===== src/rtl/mul_pkg.sv =====
// Shared types and widths for the multiplier batch sequencer.
// Latency: n/a (declarations only).
// Backpressure: n/a.
package mul_pkg;

    localparam int OP_W   = 4;
    localparam int PROD_W = 8;
    localparam int ACC_W  = 12;

    typedef enum logic [2:0] {
        IDLE  = 3'd0,
        ISSUE = 3'd1,
        WAIT  = 3'd2,
        STORE = 3'd3,
        FIN   = 3'd4
    } state_t;

endpackage


===== src/rtl/mul_batch_ram.sv =====
// Register-array RAM: one write port, one read port (registered or combinational).
// Latency: write lands on the clock edge; read is 1 cycle (REG_RD=1) or 0 cycles (REG_RD=0).
// Backpressure: none, every access is accepted.
// Ports: clk/rst; i_we/i_waddr/i_wdata write port; i_raddr/o_rdata read port.
// rst only clears the registered read output; array contents are never reset.
module mul_batch_ram #(
    parameter int AW     = 4,
    parameter int DW     = 8,
    parameter int REG_RD = 1
) (
    input  logic          clk,
    input  logic          rst,
    input  logic          i_we,
    input  logic [AW-1:0] i_waddr,
    input  logic [DW-1:0] i_wdata,
    input  logic [AW-1:0] i_raddr,
    output logic [DW-1:0] o_rdata
);

    logic [DW-1:0] r_mem [2**AW];

    always_ff @(posedge clk) begin
        if (i_we) begin
            r_mem[i_waddr] <= i_wdata;
        end
    end

    generate
        if (REG_RD != 0) begin : g_reg
            logic [DW-1:0] r_rdata;
            // Reads the pre-write contents when the same address is written this cycle.
            always_ff @(posedge clk) begin
                if (rst) begin
                    r_rdata <= '0;
                end else begin
                    r_rdata <= r_mem[i_raddr];
                end
            end
            assign o_rdata = r_rdata;
        end else begin : g_comb
            assign o_rdata = r_mem[i_raddr];
        end
    endgenerate

endmodule


===== src/rtl/mul_batch_seq.sv =====
// Sequencer feeding stored operand pairs to an external multiplier and storing products.
// Latency: MUL_WAIT+2 cycles per pair; start..done inclusive = 1 + len_q*(MUL_WAIT+2) + 1.
// Backpressure: start and operand writes are ignored while busy; result reads always allowed.
// Ports: clk/rst; i_wr_* operand load; i_start/i_len launch; o_busy/o_done status;
//        o_mul_a/o_mul_b/i_mul_r multiplier link; i_rd_addr/o_rd_data result readback;
//        o_acc_out running product sum (only when MUL_BATCH_SEQ_ACCUM_EN is defined).
module mul_batch_seq
    import mul_pkg::*;
#(
    parameter int DEPTH    = 16,
    parameter int AW       = 4,
    parameter int MUL_WAIT = 4
) (
    input  logic              clk,
    input  logic              rst,
    input  logic              i_wr_en,
    input  logic [AW-1:0]     i_wr_addr,
    input  logic [OP_W-1:0]   i_wr_a,
    input  logic [OP_W-1:0]   i_wr_b,
    input  logic              i_start,
    input  logic [AW:0]       i_len,
    output logic              o_busy,
    output logic              o_done,
    output logic [OP_W-1:0]   o_mul_a,
    output logic [OP_W-1:0]   o_mul_b,
    input  logic [PROD_W-1:0] i_mul_r,
    input  logic [AW-1:0]     i_rd_addr,
    output logic [PROD_W-1:0] o_rd_data
`ifdef MUL_BATCH_SEQ_ACCUM_EN
    ,
    output logic [ACC_W-1:0]  o_acc_out
`endif
);

    // Counter must hold MUL_WAIT-1 and stay at least one bit wide.
    localparam int CW = (MUL_WAIT > 1) ? $clog2(MUL_WAIT) : 1;

    state_t              r_state;
    state_t              w_next;
    logic [AW:0]         r_idx;
    logic [AW:0]         r_len_q;
    logic [CW-1:0]       r_cnt;
    logic                r_busy;
    logic                r_done;
    logic [OP_W-1:0]     r_mul_a;
    logic [OP_W-1:0]     r_mul_b;

    logic                w_start_acc;
    logic [AW:0]         w_len_sat;
    logic                w_last;
    logic [2*OP_W-1:0]   w_op_dat;

    assign w_start_acc = (r_state == IDLE) && i_start;
    assign w_len_sat   = (i_len > (AW+1)'(DEPTH)) ? (AW+1)'(DEPTH) : i_len;
    // idx is one bit wider than the address so a full-depth batch can terminate.
    assign w_last      = (r_idx == (r_len_q - (AW+1)'(1)));

    // Operand RAM: {a,b} packed, read combinationally in ISSUE.
    mul_batch_ram #(.AW(AW), .DW(2*OP_W), .REG_RD(0)) u_op_ram (
        .clk     (clk),
        .rst     (rst),
        .i_we    (i_wr_en && !r_busy),
        .i_waddr (i_wr_addr),
        .i_wdata ({i_wr_a, i_wr_b}),
        .i_raddr (r_idx[AW-1:0]),
        .o_rdata (w_op_dat)
    );

    // Result RAM: written in STORE, registered host read.
    mul_batch_ram #(.AW(AW), .DW(PROD_W), .REG_RD(1)) u_res_ram (
        .clk     (clk),
        .rst     (rst),
        .i_we    (r_state == STORE),
        .i_waddr (r_idx[AW-1:0]),
        .i_wdata (i_mul_r),
        .i_raddr (i_rd_addr),
        .o_rdata (o_rd_data)
    );

    always_ff @(posedge clk) begin
        if (rst) begin
            r_state <= IDLE;
        end else begin
            r_state <= w_next;
        end
    end

    always_comb begin
        w_next = r_state;
        case (r_state)
            IDLE:    if (w_start_acc) w_next = (w_len_sat == '0) ? FIN : ISSUE;
            ISSUE:   w_next = WAIT;
            WAIT:    if (r_cnt == '0) w_next = STORE;
            STORE:   w_next = w_last ? FIN : ISSUE;
            FIN:     w_next = IDLE;
            default: w_next = IDLE;
        endcase
    end

    always_ff @(posedge clk) begin
        if (rst) begin
            r_busy  <= 1'b0;
            r_done  <= 1'b0;
            r_mul_a <= '0;
            r_mul_b <= '0;
            r_idx   <= '0;
            r_len_q <= '0;
            r_cnt   <= '0;
        end else begin
            // Status is registered from the next state so it lines up with the state itself;
            // busy therefore stays high through FIN and drops on the return to IDLE.
            r_busy <= (w_next != IDLE);
            r_done <= (w_next == FIN);
            case (r_state)
                IDLE: begin
                    if (w_start_acc) begin
                        r_len_q <= w_len_sat;
                        r_idx   <= '0;
                    end
                end
                ISSUE: begin
                    r_mul_a <= w_op_dat[2*OP_W-1:OP_W];
                    r_mul_b <= w_op_dat[OP_W-1:0];
                    r_cnt   <= CW'(MUL_WAIT - 1);
                end
                WAIT: begin
                    if (r_cnt != '0) r_cnt <= r_cnt - CW'(1);
                end
                STORE: begin
                    if (!w_last) r_idx <= r_idx + (AW+1)'(1);
                end
                default: ;
            endcase
        end
    end

`ifdef MUL_BATCH_SEQ_ACCUM_EN
    logic [ACC_W-1:0] r_acc;

    always_ff @(posedge clk) begin
        if (rst) begin
            r_acc <= '0;
        end else if (w_start_acc) begin
            r_acc <= '0;
        end else if (r_state == STORE) begin
            r_acc <= r_acc + ACC_W'(i_mul_r);
        end
    end

    assign o_acc_out = r_acc;
`endif

    assign o_busy  = r_busy;
    assign o_done  = r_done;
    assign o_mul_a = r_mul_a;
    assign o_mul_b = r_mul_b;

endmodule


===== config.mk =====
export PLATFORM = sky130hd
export DESIGN_NAME = mul_batch_seq
export DESIGN_NICKNAME = d
export VERILOG_FILES = /design/src/rtl/mul_pkg.sv /design/src/rtl/mul_batch_ram.sv /design/src/rtl/mul_batch_seq.sv
export SDC_FILE = /design/constraint.sdc
export NUM_CORES = 1
export LEC_CHECK = 0
export BUFFER_PORTS_ARGS = -buffer_cell sky130_fd_sc_hd__buf_2
export CAP_MARGIN = 10
export CORE_ASPECT_RATIO = 0.9
export CORE_MARGIN = 8
export CORE_UTILIZATION = 45
export DETAILED_ROUTE_END_ITERATION = 10
export MAX_ROUTING_LAYER = met4
export PLACE_DENSITY = 0.58
export REMOVE_ABC_BUFFERS = 1
export SETUP_SLACK_MARGIN = 0.2
export SYNTH_ARGS = -nofsm -noshare
export SYNTH_HDL_FRONTEND = slang
export SYNTH_HIERARCHICAL = 1
export SYNTH_SLANG_ARGS = --single-unit

===== constraint.sdc =====
create_clock -name clk -period 2.9 [get_ports clk]
set_input_delay 0.58 -clock clk [delete_from_list [all_inputs] [get_ports clk]]
set_output_delay 0.58 -clock clk [all_outputs]
set_load 0.1 [all_outputs]

==> flow_summary.yaml <==
status:
  outcome: "finished, final reports clean"
setup_path:
  worst-path-max-fanout: 10
  start_kind: "flop"
  reg2reg_slack_ns: 0.52
  worstSetupPathType: "flop to flop"
  slowest_delay_ns: 0.60
  cpMaxStageDelayCell: "nor2_1"
  critPathArrivalTime_ns: 2.54
  path_cells: "and3b_1, or3b_2, nor2_1"
  worstSetupEndpointType: "flop"
  crit_required_ns: 3.06
global_routing:
  antenna_found_initial: 0
  overflow: 0
  first_global_vias: 6225
  track_usage: 0.1563
  grt_pass1_wl_um: 36060
  grt_max_degree: 36
clock_tree:
  cts.sinks: 289
  holdBufCountCts: 0
  htreeDepth: 1
  cts_buffers: 29
  clk_pin_slew_worst_paths_ns: 0.06
  postCtsSetupBuffers: 0
  post_cts_resize_count: 0
  root_buffer: "clkbuf_16"
  clock_latency_ns: 0.54
  cts_buffer_depth: 3
  tritoncts: "yes"
synthesis:
  synth_ff_type: "edfxtp_1"
  muxShareOfSynthArea: 0.1448
  synth-compound-area-share: 0.04134
  synthTopCellsByCount: "edfxtp_1, nor2_1, mux2i_1, dfxtp_1, mux4_1"
  ys_ff_latch: 289
  yosysMostFrequentCell: "edfxtp_1"
  syn_area_um2: 11500
  yosysSeqAreaShare: 0.7258
  synth.largest_area_cell: "edfxtp_1"
  synthAdderAreaFrac: 0.003263
  syn_avg_cell_area_um2: 18.73
  synth_warnings: 6
  synth_top_family_by_area: "multiplexers"
  yosys.area_share.simple: 0.05831
  synthArstFlopShare: 0
  synth_cell_types: 52
  syn_inst: 614
  synth-xor-area-share: 0.005221
  synth.area.top_cells: "edfxtp_1, mux4_1, dfxtp_1"
  synth_edf_count: 256
  synth_top_area_share: 0.6683
floorplan:
  row_count: 55
  start_util: 0.4579
  dieArea_um2: 30940
  ios: 51
  core_area_um2: 25120
  die_height_um: 167.7
  die_w_um: 184.5
timing:
  rsz0062_at_grt: "no"
  fmax_ghz: 0.4201
  fin_crit_sh: 0.8207
  finalHoldViolCount: 0
  skew_ns: 0.007079
  maxSlewHeadroom: 0.3775
  setup_viol: 0
  fin_tns_setup_ns: 0
  slew_violations: 0
  fin_crit_ns: 2.380
  timing.hold.ws_ns: 0.3232
  worstMarginPinSlew_ns: 0.9297
finish:
  n_fill_cell: 1982
  antenna_cells: 0
  area_delta_synth_final_pct: 14.61
  seq_area_um2: 8351
  multi_input_area_um2: 2914
  final_nets: 736
  drive_above_1_share: 0.2368
routing:
  drc: 0
  ant_nets: 0
  first_iter_violations: 359
  num_vias: 5810
  route.met3.wl_um: 997
  wl_met1_um: 9913
  drtPass1Iterations: 4
  wl_per_cell_um: 21.88
  top_layer: "met4"
  vias_per_cell: 5.461
  totalWireLength_um: 23280
  wl_met2_um: 11750
power_and_ir_drop:
  powerDensity_nw_per_um2: 675.8
  leakage_nw: 4.440
  peakVddDrop_mv: 0.5028
placement:
  portBuffers: 50
  place.gp.congestion: 0.7918
  post-dp-hpwl_um: 15650
hold_path:
  min_path_type: "primary input to flop"
job:
  cap_viol_max_count: 0
## state kept, by name, indices dropped and copies added, names as in the netlist
name and cells:
r_cnt 2, o_busy 1, o_done 1, r_state 3
u_res_ram/r_mem 128, r_idx 5, u_res_ram/o_rdata 8, o_mul_b 4
u_op_ram/r_mem 128, r_len_q 5, o_mul_a 4
## metrics by stage
step                  util  total power (W)  worst slack [ns]  cells  area, um^2
finish              0.5248         0.008909            0.5198   1064       13180
global route        0.5248         0.009201            0.3671   1064       13180
CTS                 0.5248         0.009008            0.5186   1064       13180
detailed placement  0.4876         0.005403            0.5056   1011       12250
global placement    0.4876         0.005378            0.5660   1011       12250
floorplan                -         0.005160            0.1811    583       11280
## layout make-up
cell class / instances / share of cell area
Timing Repair Buffer: 86 / 0.04043
Tap cell: 342 / 0.03246
Clock buffer: 41 / 0.06226
Multi-Input combinational cell: 288 / 0.2211
Sequential cell: 289 / 0.6334
Inverter: 6 / 0.001708
Clock inverter: 12 / 0.008637
## critical path, delay by kind of cell, from the launching register on
family           cells  cell delay [ns]
AND/OR/NAND/NOR      3             1.54
flip-flops           1             0.47
## report_power, final
| part | leakage, nW | total (W) | switching [W] | internal, W |
|---|---|---|---|---|
| Combinational | 1.40 | 0.000662 | 0.000452 | 0.000210 |
| Sequential | 2.58 | 0.00464 | 0.0000483 | 0.00459 |
| Clock | 0.461 | 0.00361 | 0.00147 | 0.00214 |
## layout by cell type, fill, tap and decap left out, drive strengths merged, types with 2 or more instances in the layout
cell,netlist,routed
dfxtp,33,33
nor2,39,39
a311oi,3,3
or3,2,2
mux4,54,54
bufinv,0,2
xor2,2,2
or3b,2,2
nand3,4,4
nor3b,4,4
clkbuf,7,41
buf,21,86
xnor2,4,4
nand3b,8,8
a211oi,3,3
a22oi,21,21
or4,2,2
mux2i,34,34
nor2b,7,7
nor3,15,15
nand4,2,2
edfxtp,256,256
nand2,22,22
o211ai,3,3
and2,2,2
and3b,2,2
o21ai,17,17
nand2b,11,11
clkinv,0,8
a21oi,8,8
inv,6,7
ha,3,3
a221oi,6,6
## logic make-up after synthesis
logic type	Yosys count
AOI/OAI and AO/OA	64
muxes	88
buffers and inverters	37
adders and majority gates	3
xor gates and xnor gates	6
DFF	289
and+or+nand+nor	127
## worst paths after layout
path | from | endpoint | depth (start not counted)
setup / recovery | r_state[1] | u_res_ram/r_mem[1][2] | 3
hold / removal | i_len[4] | r_len_q[4] | 3
setup reg to reg | r_state[1] | u_res_ram/r_mem[1][2] | 3
hold reg to reg | r_len_q[1] | r_len_q[1] | 2
## layer usage
layer / vias up / track usage
met5: - / -
met4: 0 / 0.04346
met3: 44 / 0.02402
met2: 133 / 0.2606
met1: 2967 / 0.1967
li1: 2666 / -
Power figures use the tool's default switching activity.
